--- src/rtl/wb_v_scheduler_pkg.sv ---
// Shared definitions for the vector write-back scheduler: default sizes,
// RS_v kind encodings and FSM state type.
package wb_v_scheduler_pkg;

  localparam int WB_RS_SIZE   = 8;
  localparam int WB_LANE_SIZE = 8;
  localparam int WB_BEATS     = 4;

  typedef enum logic [1:0] {
    WB_KIND_LOAD  = 2'b00,
    WB_KIND_STORE = 2'b01,
    WB_KIND_ALU   = 2'b10,
    WB_KIND_INV   = 2'b11
  } wb_kind_e;

  typedef enum logic {
    ST_IDLE  = 1'b0,
    ST_BURST = 1'b1
  } wb_state_e;

  function automatic logic wb_kind_valid(input logic [1:0] kind);
    return kind != WB_KIND_INV;
  endfunction

endpackage

--- src/rtl/wb_v_rr_pick.sv ---
// Combinational picker: first set bit of i_elig searching upward from i_ptr,
// wrapping modulo N. With i_ptr tied to 0 this is plain lowest-index priority.
module wb_v_rr_pick
  import wb_v_scheduler_pkg::*;
#(
  parameter int N     = WB_RS_SIZE,
  parameter int IDX_W = $clog2(N)
) (
  input  logic [N-1:0]     i_elig,
  input  logic [IDX_W-1:0] i_ptr,
  output logic             o_any,
  output logic [IDX_W-1:0] o_idx
);

  always_comb begin
    int pos;
    pos   = 0;
    o_any = 1'b0;
    o_idx = '0;
    for (int k = 0; k < N; k++) begin
      pos = (int'(i_ptr) + k) % N;
      if (!o_any && i_elig[pos]) begin
        o_any = 1'b1;
        o_idx = IDX_W'(pos);
      end
    end
  end

endmodule

--- src/rtl/wb_v_scheduler.sv ---
// Vector write-back scheduler: grants one completed RS_v entry at a time and
// runs it through a locked BEATS-beat burst. Define WB_V_RR_EN for round-robin.
module wb_v_scheduler
  import wb_v_scheduler_pkg::*;
#(
  parameter int RS_SIZE   = WB_RS_SIZE,
  parameter int LANE_SIZE = WB_LANE_SIZE,
  parameter int BEATS     = WB_BEATS,
  parameter int IDX_W     = $clog2(RS_SIZE),
  parameter int BEAT_W    = $clog2(BEATS),
  parameter int LB_W      = BEAT_W + $clog2(LANE_SIZE)
) (
  input  logic                   clk,
  input  logic                   rst,
  input  logic [RS_SIZE-1:0]     req,
  input  logic [2*RS_SIZE-1:0]   req_kind,
  input  logic                   wb_stall,
  output logic                   wb_valid,
  output logic [IDX_W-1:0]       wb_rs_idx,
  output logic [1:0]             wb_kind,
  output logic [BEAT_W-1:0]      wb_beat,
  output logic [LB_W-1:0]        wb_lane_base,
  output logic [RS_SIZE-1:0]     rs_clear,
  output logic                   store_done,
  output logic                   busy
);

  wb_state_e          r_state;
  logic [IDX_W-1:0]   r_idx;
  logic [1:0]         r_kind;
  logic [BEAT_W-1:0]  r_beat;
  logic [RS_SIZE-1:0] r_rs_clear;
  logic               r_store_done;
  logic               r_mask_valid;
  logic [IDX_W-1:0]   r_mask_idx;

  logic [RS_SIZE-1:0] w_elig;
  logic               w_accept;
  logic               w_final;
  logic               w_any;
  logic               w_grant;
  logic [IDX_W-1:0]   w_pick;
  logic [1:0]         w_pick_kind;
  logic [IDX_W-1:0]   w_ptr;
  logic [IDX_W-1:0]   w_next_ptr;

  assign w_accept = (r_state == ST_BURST) && !wb_stall;
  assign w_final  = w_accept && (r_beat == BEAT_W'(BEATS - 1));

  // The completing entry is excluded in its final-accept cycle; from then on
  // the mask keeps it out until the RS drops its request.
  for (genvar gi = 0; gi < RS_SIZE; gi++) begin : g_elig
    assign w_elig[gi] = req[gi]
                     && wb_kind_valid(req_kind[2*gi +: 2])
                     && !(r_mask_valid && (r_mask_idx == IDX_W'(gi)))
                     && !(w_final && (r_idx == IDX_W'(gi)));
  end

  wb_v_rr_pick #(
    .N     (RS_SIZE),
    .IDX_W (IDX_W)
  ) u_pick (
    .i_elig (w_elig),
    .i_ptr  (w_ptr),
    .o_any  (w_any),
    .o_idx  (w_pick)
  );

  assign w_pick_kind = req_kind[int'(w_pick)*2 +: 2];
  assign w_grant     = w_any && ((r_state == ST_IDLE) || w_final);
  assign w_next_ptr  = (w_pick == IDX_W'(RS_SIZE - 1)) ? '0 : w_pick + 1'b1;

`ifdef WB_V_RR_EN
  logic [IDX_W-1:0] r_ptr;

  always_ff @(posedge clk) begin
    if (rst) begin
      r_ptr <= '0;
    end else if (w_grant) begin
      r_ptr <= w_next_ptr;
    end
  end

  assign w_ptr = r_ptr;
`else
  assign w_ptr = '0;
`endif

  always_ff @(posedge clk) begin
    if (rst) begin
      r_state      <= ST_IDLE;
      r_idx        <= '0;
      r_kind       <= '0;
      r_beat       <= '0;
      r_rs_clear   <= '0;
      r_store_done <= 1'b0;
      r_mask_valid <= 1'b0;
      r_mask_idx   <= '0;
    end else begin
      r_rs_clear   <= '0;
      r_store_done <= 1'b0;
      if (r_mask_valid && !req[r_mask_idx]) begin
        r_mask_valid <= 1'b0;
      end
      case (r_state)
        ST_IDLE: begin
          if (w_grant) begin
            r_state <= ST_BURST;
            r_idx   <= w_pick;
            r_kind  <= w_pick_kind;
            r_beat  <= '0;
          end
        end
        ST_BURST: begin
          if (w_final) begin
            r_rs_clear   <= RS_SIZE'(1) << r_idx;
            r_store_done <= (r_kind == WB_KIND_STORE);
            r_mask_valid <= 1'b1;
            r_mask_idx   <= r_idx;
            r_beat       <= '0;
            if (w_grant) begin
              r_idx  <= w_pick;
              r_kind <= w_pick_kind;
            end else begin
              r_state <= ST_IDLE;
            end
          end else if (w_accept) begin
            r_beat <= r_beat + 1'b1;
          end
        end
        default: r_state <= ST_IDLE;
      endcase
    end
  end

  assign wb_valid     = (r_state == ST_BURST);
  assign busy         = (r_state == ST_BURST);
  assign wb_rs_idx    = r_idx;
  assign wb_kind      = r_kind;
  assign wb_beat      = r_beat;
  assign wb_lane_base = LB_W'(r_beat) * LB_W'(LANE_SIZE);
  assign rs_clear     = r_rs_clear;
  assign store_done   = r_store_done;

endmodule

--- config.mk ---
export PLATFORM = sky130hd
export DESIGN_NAME = wb_v_scheduler
export DESIGN_NICKNAME = d
export VERILOG_FILES = /design/src/rtl/wb_v_scheduler_pkg.sv /design/src/rtl/wb_v_rr_pick.sv /design/src/rtl/wb_v_scheduler.sv
export SDC_FILE = /design/constraint.sdc
export NUM_CORES = 1
export LEC_CHECK = 0
export CAP_MARGIN = 20
export CORE_MARGIN = 3
export CORE_UTILIZATION = 28
export CTS_BUF_LIST = sky130_fd_sc_hd__clkbuf_8 sky130_fd_sc_hd__clkbuf_16
export DETAILED_ROUTE_END_ITERATION = 8
export MAX_ROUTING_LAYER = met4
export SYNTH_ARGS = -nofsm -noshare
export SYNTH_HDL_FRONTEND = slang
export SYNTH_SLANG_ARGS = --single-unit
--- constraint.sdc ---
create_clock -name clk -period 2.6 [get_ports clk]
set_input_delay 0.52 -clock clk [delete_from_list [all_inputs] [get_ports clk]]
set_output_delay 0.52 -clock clk [all_outputs]
set_load 0.005 [all_outputs]
Word level (Yosys, flattened, before mapping)
Cells that the tools add are included.
{ "word_totals": {"register_bits": 21, "input_bits": 27, "wordCells": 156} }
{ "classes": {"n_addsub": 1, "magnitude_cmp": 1, "n_eq_ne": 27, "n_shift": 2, "mux": 33, "bitwise": 2, "n_reduce_logical": 82} }
{ "op_table": {"columns": ["cell", "n"], "rows": [
  ["1-bit logical AND", 51],
  ["1-bit zero test", 25],
  ["3-bit equality test (second input constant)", 8],
  ["3-bit 2-to-1 mux", 6],
  ["2-bit inequality test (second input constant)", 9],
  ["16-bit by 5-bit indexed part select with 2-bit output", 1],
  ["1-bit 2-to-1 mux", 15],
  ["2-bit 2-to-1 mux", 7],
  ["3-bit by 2-bit equality test with 1-bit output (second input constant)", 4],
  ["2-bit one-hot mux with 2 select lines", 2],
  ["1-bit by 3-bit left shift with 8-bit output (first input constant)", 1],
  ["3-bit by 1-bit equality test with 1-bit output (second input constant)", 2],
  ["3-bit zero test", 2],
  ["3-bit one-hot mux with 2 select lines", 1],
  ["3-bit by 4-bit < comparator with 1-bit output (second input constant)", 1],
  ["2-bit AND reduction", 2],
  ["1-bit binary-select mux with 3-bit select", 1],
  ["3-bit by 1-bit inequality test with 1-bit output (second input constant)", 1],
  ["3-bit OR reduction", 1],
  ["2-bit by 1-bit adder with 2-bit output (second input constant)", 1],
  ["2-bit by 1-bit equality test with 1-bit output (second input constant)", 1],
  ["2-bit equality test (second input constant)", 1],
  ["2-bit by 1-bit inequality test with 1-bit output (second input constant)", 1],
  ["1-bit inverter", 2],
  ["other kinds (2)", 2]
]} }

Logic depth before layout (Yosys ltp)
{ "logic_depth": {"word_depth": 32, "mapped_depth": 9} }

Modules after synthesis
From an unflattened synthesis, not the netlist that was laid out.
{ "hier_totals": {"hier_cells": 260, "hier_area_um2": 2267.2} }
{ "by_module_without_submodules": {"columns": ["module", "instances", "cells_each", "area_each_um2"], "rows": [
  ["wb_v_scheduler", 1, 139, 1186.1],
  ["wb_v_rr_pick", 1, 121, 1081.0]
]} }

Least setup slack after synthesis
OpenSTA, ideal clock, no wires.
{ "synth_timing": {"path_kind": "flip-flop to flip-flop", "from": "register r_beat[0], in the netlist wb_beat[0]", "to": "register r_kind[0], in the netlist wb_kind[0]", "arrival_time_ps": 2172, "t_required_ps": 2484, "setup_slack_ps": 312, "path_stages_with_launch": 9, "cell_sequence": "dfxtp_1 -> ha_1 -> nand4b_1 -> a2111o_1 -> a21bo_1 -> o211a_1 -> nand3b_4 -> a211o_1 -> a41o_1"} }
{ "synth_between": {"elab_chain_len": 31, "elab_cells_between_ends": 62, "classes_between": "2 x eq/ne; 1 x shift; 18 x mux; 41 x reduce/logical"} }
{ "synth_rtl": {"columns": ["element", "line", "text"], "rows": [
  ["start, declared", "wb_v_scheduler.sv:31", "logic [BEAT_W-1:0] r_beat;"],
  ["start signal, assigned", "wb_v_scheduler.sv:128", "r_beat <= r_beat + 1'b1;"],
  ["2-bit equality test (*)", "wb_v_scheduler.sv:48", "assign w_final = w_accept && (r_beat == BEAT_W'(BEATS - 1));"],
  ["1-bit logical AND (*)", "wb_v_scheduler.sv:48", null],
  ["1-bit logical AND", "wb_v_scheduler.sv:56", "&& !(w_final && (r_idx == IDX_W'(gi)));"],
  ["1-bit zero test", "wb_v_scheduler.sv:56", null],
  ["1-bit logical AND", "wb_v_scheduler.sv:56", null],
  ["1-bit 2-to-1 mux", "wb_v_rr_pick.sv:22", "if (!o_any && i_elig[pos]) begin"],
  ["1-bit zero test", "wb_v_rr_pick.sv:22", null],
  ["1-bit logical AND", "wb_v_rr_pick.sv:22", null],
  ["[... 15 more ...]", null, null],
  ["1-bit 2-to-1 mux", "wb_v_rr_pick.sv:22", null],
  ["1-bit zero test", "wb_v_rr_pick.sv:22", null],
  ["1-bit logical AND", "wb_v_rr_pick.sv:22", null],
  ["3-bit 2-to-1 mux / 1-bit 2-to-1 mux (equally long branches)", "wb_v_rr_pick.sv:22", null],
  ["16-bit by 5-bit indexed part select with 2-bit output / 1-bit logical AND (equally long branches)", "wb_v_scheduler.sv:69, wb_v_scheduler.sv:70", null],
  ["2-bit 2-to-1 mux", "wb_v_scheduler.sv:107, wb_v_scheduler.sv:121", null],
  ["2-bit 2-to-1 mux", "wb_v_scheduler.sv:115", "if (w_final) begin"],
  ["2-bit one-hot mux with 2 select lines", "wb_v_scheduler.sv:105", "case (r_state)"],
  ["end signal, assigned", "wb_v_scheduler.sv:110", "r_kind <= w_pick_kind;"],
  ["end signal, assigned", "wb_v_scheduler.sv:123", "r_kind <= w_pick_kind;"],
  ["end, declared", "wb_v_scheduler.sv:30", "logic [1:0] r_kind;"]
]} }
Mark *: on every way between the ends. The rest lies on a longest branch, timed or not. The select of a mux whose other input is x is not followed.
A chain may end at the register's enable or synchronous reset.

Worst setup path in the final report
{ "layout_timing": {"from": "input port req_kind[11]", "to": "register r_kind[0], in the netlist wb_kind[0]"} }
{ "layout_between": {"elab_chain_len": 16, "elab_cells_between_ends": 20, "classes_between": "1 x eq/ne; 1 x shift; 9 x mux; 9 x reduce/logical"} }
{ "layout_rtl": {"columns": ["element", "line", "text"], "rows": [
  ["start, declared", "wb_v_scheduler.sv:16", "input logic [2*RS_SIZE-1:0] req_kind,"],
  ["2-bit inequality test (*)", "wb_v_scheduler_pkg.sv:22", "return kind != WB_KIND_INV;"],
  ["1-bit logical AND (*)", "wb_v_scheduler.sv:54", "&& wb_kind_valid(req_kind[2*gi +: 2])"],
  ["1-bit logical AND (*)", "wb_v_scheduler.sv:55", "&& !(r_mask_valid && (r_mask_idx == IDX_W'(gi)))"],
  ["1-bit logical AND (*)", "wb_v_scheduler.sv:56", null],
  ["1-bit logical AND (*)", "wb_v_rr_pick.sv:22", null],
  ["1-bit 2-to-1 mux", "wb_v_rr_pick.sv:22", null],
  ["1-bit zero test", "wb_v_rr_pick.sv:22", null],
  ["1-bit logical AND", "wb_v_rr_pick.sv:22", null],
  ["1-bit 2-to-1 mux", "wb_v_rr_pick.sv:22", null],
  ["1-bit zero test", "wb_v_rr_pick.sv:22", null],
  ["1-bit logical AND", "wb_v_rr_pick.sv:22", null],
  ["3-bit 2-to-1 mux / 1-bit 2-to-1 mux (equally long branches)", "wb_v_rr_pick.sv:22", null],
  ["16-bit by 5-bit indexed part select with 2-bit output / 1-bit logical AND (equally long branches)", "wb_v_scheduler.sv:69, wb_v_scheduler.sv:70", null],
  ["2-bit 2-to-1 mux (*)", "wb_v_scheduler.sv:107, wb_v_scheduler.sv:121", null],
  ["2-bit 2-to-1 mux", "wb_v_scheduler.sv:115", null],
  ["2-bit one-hot mux with 2 select lines (*)", "wb_v_scheduler.sv:105", null]
]} }
Marks and branches as above.

==> run_results.csv <==
group,metric,value,unit
worst_setup_path,reg2reg_slack,0.18,ns
routing,drc,0,
synth,netlist_instances,168,
placement,routabilityCongestion,0.9074,
cts,cts_htree_levels,1,
floorplanning,dieWidth,77.91,um
cts,clk_path_buf_depth,2,
grt,grtUsageTotal,0.1364,
finish,layout_commonest_cell,"clkdlybuf4s50_1",
worst_setup_path,rr_endpoint,"wb_kind[0]",
timing,relSlewSlack,0.6394,
timing,worst_slew_pin_slew,0.5341,ns
synth,yosys_most_used_dff,"dfxtp_1",
routing,avgViaCountPerCell,4.865,
synth,async_reset_ff_frac,0,
placement,io_buffer_count,46,
placement,dpl.hpwl,3248,um
synth,synthAdderAreaFrac,0.008643,
synth,synth-seq-cells,21,
worst_setup_path,cp-startpoint,"req_kind[11]",
power_and_ir_drop,p_per_area,352.9,nW/um^2
cts,numCtsBuffers,3,
cts,cts_tree,"done",
grt,antenna_found_initial,0,
floorplanning,io_pins,50,
finish,fillers,479,
synth,synth_compound_area_frac,0.2472,
worst_setup_path,rr_startpoint,"wb_beat[0]",
floorplanning,die-area,6069,sq um
worst_hold_path,worstHoldPathCells,1,
synth,yosysWarningCount,0,
worst_setup_path,crit_fanout,3,
run_status,run_status,"completed",
synth,yosysUniqueCellTypes,56,
worst_setup_path,critPathLaunchType,"input pin",
floorplanning,die_y,77.91,um
finish,drive_above_1_share,0.1834,
power_and_ir_drop,vdd_drop_max,0.2795,mV
cts,clkLatencyLatePin,0.26,ns
grt,grt_max_degree,13,
power_and_ir_drop,finalPower,0.0007578,W
timing,fin_setup_tns,0,ns
routing,num_vias,1440,
grt,grt_pass1_wl,6596,um
worst_hold_path,min-delay-start,"wb_kind[1]",
synth,syn_avg_cell_area,8.617,sq um
finish,diodes,0,
routing,wl_per_cell,13.18,um
cts,clkSinkCount,21,
cts,clk_pin_slew_worst_paths,0.07,ns
floorplanning,start_util,0.2986,
grt,grt_pass1_vias,1434,
timing,rsz0062_at_grt,"false",
grt,grt-ovfl-total,0,
synth,synth_top_family_by_area,"simple AND/OR/NAND/NOR gates",
timing,finClkSkew,0.002869,ns
timing,hold_viol_final,0,
finish,final_util,0.4428,
synth,ys_seq_area_frac,0.2904,
placement,placed_cells,291,
worst_hold_path,min_path_type,"register to register",
worst_setup_path,criticalPathCategory,"input pin to register",
synth,synth_simple_gate_area_share,0.2852,
synth,syn-cell-area,1448,sq um
finish,final_cell_mix,"44 x clkdlybuf4s50_1, 23 x buf_4, 21 x nand2_1",
worst_setup_path,rr_worst_depth,8,
power_and_ir_drop,p_leak,0.8742,nW
finish,layout.nets,258,
floorplanning,num_rows,25,
routing,drtPass1Iterations,4,
synth,synth.mux.area_fraction,0.08729,
cts,clockRootBuffer,"clkbuf_8",
routing,routed_wl,3901,um
timing,finalCritPeriodShare,0.9568,
finish,area_growth,48.31,%
routing,drtAntennaViolNets,0,
timing,period_needed,2.488,ns
cts,cts_hold_buffers,0,
synth,synth_enable_flop_cells,0,
flow_run,drv_cap,0,
timing,setup_viol,0,
routing,first_iter_violations,115,
floorplanning,fp.coreArea,4848,sq um
worst_setup_path,endpoint_kind,"register",
worst_setup_path,worstPathRequired,2.76,ns
timing,slew_violations,0,
synth,synth_xor_area_frac,0,
timing,fmax,402.0,MHz
worst_hold_path,min_to,"store_done",
worst_setup_path,arrival,2.65,ns
finish,layout.cells.non_filler,296,
-- report_power, final --
| part | internal (W) | switching [W] |
|---|---|---|
| sequential | 0.000330 | 0.0000122 |
| combinational | 0.000120 | 0.0000860 |
| clock | 0.000107 | 0.000103 |
| total | 0.000557 | 0.000201 |
-- sequential cells by signal, indices dropped and copies added, names as in the netlist --
signal        count
r_mask_idx        3
busy              1
r_mask_valid      1
store_done        1
wb_kind           2
wb_rs_idx         3
wb_beat           2
rs_clear          8
-- critical path: stages --
cell	delay [ns]
clkdlybuf4s50_1	0.50
a21boi_2	0.08
a2111o_1	0.42
a21bo_2	0.23
o211a_1	0.24
nand3b_4	0.15
a211o_1	0.27
a41o_1	0.23
-- how the worst max path moves through the flow --
stage,end,slack (ns),depth (start not counted)
2_1_floorplan,wb_kind[0],0.31,8
6_report,wb_kind[0],0.11,8
3_5_place_dp,wb_kind[0],-0.28,8
3_3_place_gp,wb_kind[0],-0.24,8
5_1_grt,wb_kind[1],0.02,8
4_1_cts,wb_kind[1],0.02,8
-- cell type report --
cell class / instances / area (sq um) / share of cell area
clock inverters: 1 / 5.005 / 0.002331
flip-flops and latches: 21 / 422.9 / 0.1970
repair buffers: 69 / 634.4 / 0.2955
clock buffers: 3 / 41.29 / 0.01923
multi-input cells: 129 / 937.1 / 0.4365
well taps: 67 / 83.83 / 0.03904
inverters: 6 / 22.52 / 0.01049
-- kinds of logic (layout without fill, tap and decap cells) --
logic type,count (synthesis),after routing
multiplexers,10,10
flip-flops,21,21
other,1,3
buffers and inverters,20,79
AO/OA/AOI/OAI,45,45
AND/OR/NAND/NOR,70,70
adder cells (fa/ha/maj),1,1
-- synth_stat cells, types with 3 or more instances --
library cell,count,area share
dfxtp_1,21,0.29
nand2_1,21,0.054
nor2_1,16,0.041
buf_4,7,0.036
mux2i_1,7,0.048
a21boi_0,6,0.031
inv_1,6,0.016
a21oi_1,5,0.017
nand2b_1,5,0.022
a32oi_1,4,0.024
buf_2,4,0.014
nor3_1,4,0.014
a211o_1,3,0.018
nand4b_1,3,0.018
o21ai_0,3,0.010
-- per-layer routing --
layer / vias up / part of all wire / GRT usage
met2: 37 / 0.45 / 0.2055
met4: 0 / 0.0064 / 0.02622
met3: 3 / 0.041 / 0.03016
met1: 647 / 0.51 / 0.1884
met5: - / 0 / -
li1: 753 / - / -
-- per-stage QoR --
stage | worst slack (ns) | area, sq um | hold slack [ns]
global placement | -0.2437 | 2073 | 0.4607
CTS | 0.02111 | 2126 | 0.4605
floorplan | 0.3117 | 1455 | 0.4400
finish | 0.1124 | 2147 | 0.4614
global route | 0.02498 | 2147 | 0.4992
detailed placement | -0.2795 | 2073 | 0.4424
-- timing repair --
item | in CTS | in global routing
resized for setup | 1 | 12
setup endpoints to repair | 2 | 5
buffers inserted | 1 | 0
endpoints found under the hold margin | 0 | 0
pin swaps | 1 | 1
No activity file was read; power rests on OpenSTA's default activity.
